## src/rtl/pulse_width_meter.sv

```systemverilog
// pulse_width_meter: measures how long echo_in stays high, in clk cycles.
// After start it waits for a clean rising edge, counts the high time and
// reports it on width/valid. A non-zero timeout_lim bounds both the wait
// for the edge and the measurement itself.

module pulse_width_meter (
    input  logic        clk,
    input  logic        rst,
    input  logic        start,
    input  logic        echo_in,
    input  logic [31:0] timeout_lim,
    output logic [31:0] width,
    output logic        valid,
    output logic        timeout,
    output logic        busy
);

    typedef enum logic [1:0] {
        IDLE,
        WAIT_RISE,
        MEASURE
    } state_t;

    state_t      r_state;
    logic        r_sync1;
    logic        r_sync2;
    logic        r_prev;
    logic [31:0] r_cnt;
    logic [31:0] r_waitCnt;
    logic [31:0] r_width;
    logic        r_valid;
    logic        r_timeout;
    logic        r_busy;

    logic        w_rise;
    logic        w_limOn;
    logic        w_waitDone;
    logic        w_measDone;
    logic        w_cntMax;

    // r_sync2 is the synchronized echo; r_prev delays it one more cycle so
    // a rising edge shows up as a single-cycle mismatch between the two.
    assign w_rise     = r_sync2 & ~r_prev;
    assign w_limOn    = (timeout_lim != 32'd0);
    assign w_waitDone = (r_waitCnt == (timeout_lim - 32'd1));
    assign w_measDone = (r_cnt == timeout_lim);
    assign w_cntMax   = (r_cnt == 32'hFFFF_FFFF);

    assign width   = r_width;
    assign valid   = r_valid;
    assign timeout = r_timeout;
    assign busy    = r_busy;

    // Bring the asynchronous echo into the clk domain and keep the previous
    // synchronized sample for edge detection.
    always_ff @(posedge clk or posedge rst) begin
        if (rst) begin
            r_sync1 <= 1'b0;
            r_sync2 <= 1'b0;
            r_prev  <= 1'b0;
        end else begin
            r_sync1 <= echo_in;
            r_sync2 <= r_sync1;
            r_prev  <= r_sync2;
        end
    end

    // Control FSM with registered result, pulse and busy outputs.
    always_ff @(posedge clk or posedge rst) begin
        if (rst) begin
            r_state   <= IDLE;
            r_cnt     <= 32'd0;
            r_waitCnt <= 32'd0;
            r_width   <= 32'd0;
            r_valid   <= 1'b0;
            r_timeout <= 1'b0;
            r_busy    <= 1'b0;
        end else begin
            r_valid   <= 1'b0;
            r_timeout <= 1'b0;
            case (r_state)
                IDLE: begin
                    if (start) begin
                        r_state   <= WAIT_RISE;
                        r_waitCnt <= 32'd0;
                        r_busy    <= 1'b1;
                    end
                end
                WAIT_RISE: begin
                    if (w_rise) begin
                        r_state <= MEASURE;
                        r_cnt   <= 32'd1;
                    end else if (w_limOn && w_waitDone) begin
                        r_state   <= IDLE;
                        r_timeout <= 1'b1;
                        r_busy    <= 1'b0;
                    end else begin
                        r_waitCnt <= r_waitCnt + 32'd1;
                    end
                end
                MEASURE: begin
                    if (r_sync2) begin
                        if (w_limOn && w_measDone) begin
                            r_state   <= IDLE;
                            r_timeout <= 1'b1;
                            r_busy    <= 1'b0;
                        end else if (!w_cntMax) begin
                            r_cnt <= r_cnt + 32'd1;
                        end
                    end else begin
                        r_width <= r_cnt;
                        r_valid <= 1'b1;
                        r_state <= IDLE;
                        r_busy  <= 1'b0;
                    end
                end
                default: begin
                    r_state <= IDLE;
                    r_busy  <= 1'b0;
                end
            endcase
        end
    end

endmodule

```

## config.mk

```make
export PLATFORM = sky130hd
export DESIGN_NAME = pulse_width_meter
export DESIGN_NICKNAME = d
export VERILOG_FILES = /design/src/rtl/pulse_width_meter.sv
export SDC_FILE = /design/constraint.sdc
export NUM_CORES = 1
export LEC_CHECK = 0
export ABC_CLOCK_PERIOD_IN_PS = 3680
export CORE_MARGIN = 3
export CORE_UTILIZATION = 49
export CTS_CLUSTER_DIAMETER = 150
export DETAILED_ROUTE_END_ITERATION = 10
export PLACE_DENSITY = 0.7
export SYNTH_ARGS = -nofsm -noshare
export SYNTH_HDL_FRONTEND = slang
export SYNTH_SLANG_ARGS = --single-unit
```

## constraint.sdc

```tcl
create_clock -name clk -period 3.68 [get_ports clk]
set_input_delay 0.92 -clock clk [delete_from_list [all_inputs] [get_ports clk]]
set_output_delay 0.92 -clock clk [all_outputs]
set_load 0.02 [all_outputs]
```

==> results.md <==
- Global route total overflow: 0
- Row cnt: 42
- Unique masters post-synth: 63
- Sequential element share of the synthesized area: 0.388
- Cells after Synth: between 700 and 800
- Max Cap Viol: 0
- Worst slew pin tran: 0.872 ns
- H-tree level count: 3
- Drt pass-1 iters: 5
- CTS Buf Count: 9
- RD Place Congestion: 0.953
- Dpl ws: -0.452 ns
- Initial Util: 0.504
- PwrDens: around 360 nW/um^2
- Final WS setup: 0.0551 ns
- Cell taking the most area after synthesis: dfrtp_1
- CP arrival: 3.87 ns
- Reg clk slew, reported paths: 0.08 ns
- Worst Path Max Fanout: 19
- Top cells by area, synth: dfrtp_1, xnor2_1, xor2_1
- Syn Nets: 767
- Area Growth Syn to Fin: 28.7%
- Outcome: completed
- Post-Syn Area per Cell: 9.26 sq um
- DR vias: 6160
- Cell area after layout: roughly 8600 sq um
- Layout cell share with drive strength beyond 1: 0.217
- DIE WIDTH: 123 um
- CP Capture Type: flip-flop
- Post-layout minimum cycle time: ~3.6 ns
- Antenna violations before repair: 0
- Max Freq: approximately 280 MHz
- Area fraction of the dominant cell type after synthesis: 0.388
- Iter 0 DRT Violations: 505
- TritonCTS clock tree: yes
- Core ar.: roughly 13000 sq um
- Die Area: 15100 sq um
- Longest Clk Path Bufs: 2
- Worst Path Required: 3.92 ns
- Hold WC Path Type: flip-flop to flip-flop
- TNS Setup: 0 ns
- Yosys Warn Count: 0
- Top_reg_cell synth: dfrtp_1
- DR vias/cell: ~6.0
- WP buf/inv: 3
- Largest net degree at the start of global routing: 105
- Final period util: 0.985
- Detailed Place HPWL: about 15000 um
- Cell at the slowest stage of the critical path: or4_1
- Crit path kind: input pin to flip-flop
- Cell mode on critical path: nor2_4
- CP max stage delay: 0.54 ns
- Count leader, synth: dfrtp_1
- Clk Latency, worst-skew pair: 0.36 ns
- CP Cell Sequence: clkdlybuf4s50_1 > buf_4 > or4_4 > nor2_4 > nand4_1 > xnor2_2 > a2111oi_4 > nand4b_1 > nor2_4 > buf_12 > or4_1 > mux2i_1
- Post-Syn Area: 6710 sq um
- DRC violations left: 0
- Leakage: 0.00367 uW
- Ports: 71
- Delay-heaviest family, CP: simple AND/OR/NAND/NOR gates
- Final hold vios: 0
- CP startpoint kind: input pin
- Asr flop ratio synth: 1.00
- DRT Wirelength: 19800 um
- Final setup violation count: 0
- Slew margin rel.: 0.417
- All-Layer GR Usage: 0.265
- WL per Instance: 19.1 um
- First-pass GRT wire length: around 31000 um
- Design Power: a little over 3000 uW
- Worst clock skew: 0.00899 ns
- Area of placed instances: between 8000 and 9000 sq um
- Vias in the first global route: roughly 6000
- Slew Limit Fails: 0
- Max IR drop VDD: 0.367 mV
- Fillcell total: between 1000 and 1500
- Post-CTS Hold Buffers: 0
- CTS sink count: 104
- Post-route ant nets: 0
- Port Buffers: 70
- Post-synth EDFFs: 0
- Die H: 123 um
- Seq cells post-synth: 104
- Nets@finish: 895
- Antenna diodes: 0
- Clock root buffer: clkbuf_16
- Post-synth top cells: dfrtp_1, xnor2_1, nor2_1
-- metrics by stage --
stage	instances	util	hold slack, ns
floorplan	724	-	0.331
global placement	1009	0.604	0.334
detailed placement	1009	0.604	0.352
CTS	1025	0.629	0.368
global route	1033	0.649	0.381
finish	1033	0.649	0.365
-- cell type report --
class	count	area (sq um)	area share
repair buffers	160	1450	0.168
clock buffers	10	229	0.0265
flip-flops and latches	104	2600	0.302
multi-input cells	561	4000	0.464
clock inverters	6	62.6	0.00725
inverters	16	62.6	0.00725
well taps	176	220	0.0255
-- cell families (layout without fill, tap and decap cells) --
| kind of cell | Yosys count | count (layout) | synth area share |
|---|---|---|---|
| DFF | 104 | 104 | 0.388 |
| AOI/OAI and AO/OA | 80 | 80 | 0.0806 |
| buffers and inverters | 59 | 192 | 0.0427 |
| adders and majority gates | 7 | 7 | 0.0131 |
| and+or+nand+nor | 327 | 327 | 0.270 |
| muxes | 41 | 41 | 0.0670 |
| xor gates and xnor gates | 106 | 106 | 0.138 |
-- power by group --
| group | internal, uW | switching, uW |
|---|---|---|
| clock | 477 | 465 |
| sequential | 1210 | 80.0 |
| combinational | 352 | 534 |
-- layout by cell type (no fill, tap or decap), types with 8 or more instances in the layout --
cell type          n
nor3_1            15
and4_1             8
nor4_1            13
nor2b_1            8
clkbuf_16          9
nand4_1           41
nand2_1           56
mux2_2            31
clkdlybuf4s50_1   55
buf_4             84
nand2b_1          13
or3_1             17
inv_1             13
xnor2_1           64
dfrtp_1          104
nand3_1           32
a21oi_1           19
xor2_1            40
mux2i_1           10
or4_1             13
nor2_1            55
and3_1            11
dlymetal6s2s_1    15
o21ai_0           17
-- flip-flops by register name, indices dropped and copies added, names as in the netlist --
name and cells:
r_waitCnt 32, width 32, r_sync2 1, timeout 1
busy 1, valid 1, r_state 2, r_cnt 32
r_sync1 1, r_prev 1
-- path summary, 6_finish.rpt --
path / depth (start not counted) / slack [ns] / from / endpoint
worst min-delay path: 0 / 0.37 / r_sync1 / r_sync2
max in group asynchronous: 3 / 2.17 / rst / r_waitCnt[10]
min in group asynchronous: 3 / 1.02 / rst / width[13]
worst max register to register: 9 / 0.64 / r_waitCnt[3] / r_waitCnt[29]
worst max-delay path: 12 / 0.06 / timeout_lim[19] / r_waitCnt[15]
worst min register to register: 0 / 0.37 / r_sync1 / r_sync2
-- timing repair --
item,4_1_cts,5_1_grt
setup endpoints to repair,21,64
cloned,0,2
setup buffers,0,6
resized for setup,6,58
pin swaps,1,24
-- per-layer routing --
layer,track usage,vias to the layer above,part of all wire
met3,0.0380,32,0.054
met4,0.0934,0,0.023
met2,0.416,206,0.46
met1,0.377,3049,0.46
met5,0,-,0
li1,-,2873,-
Power figures use the tool's default switching activity.
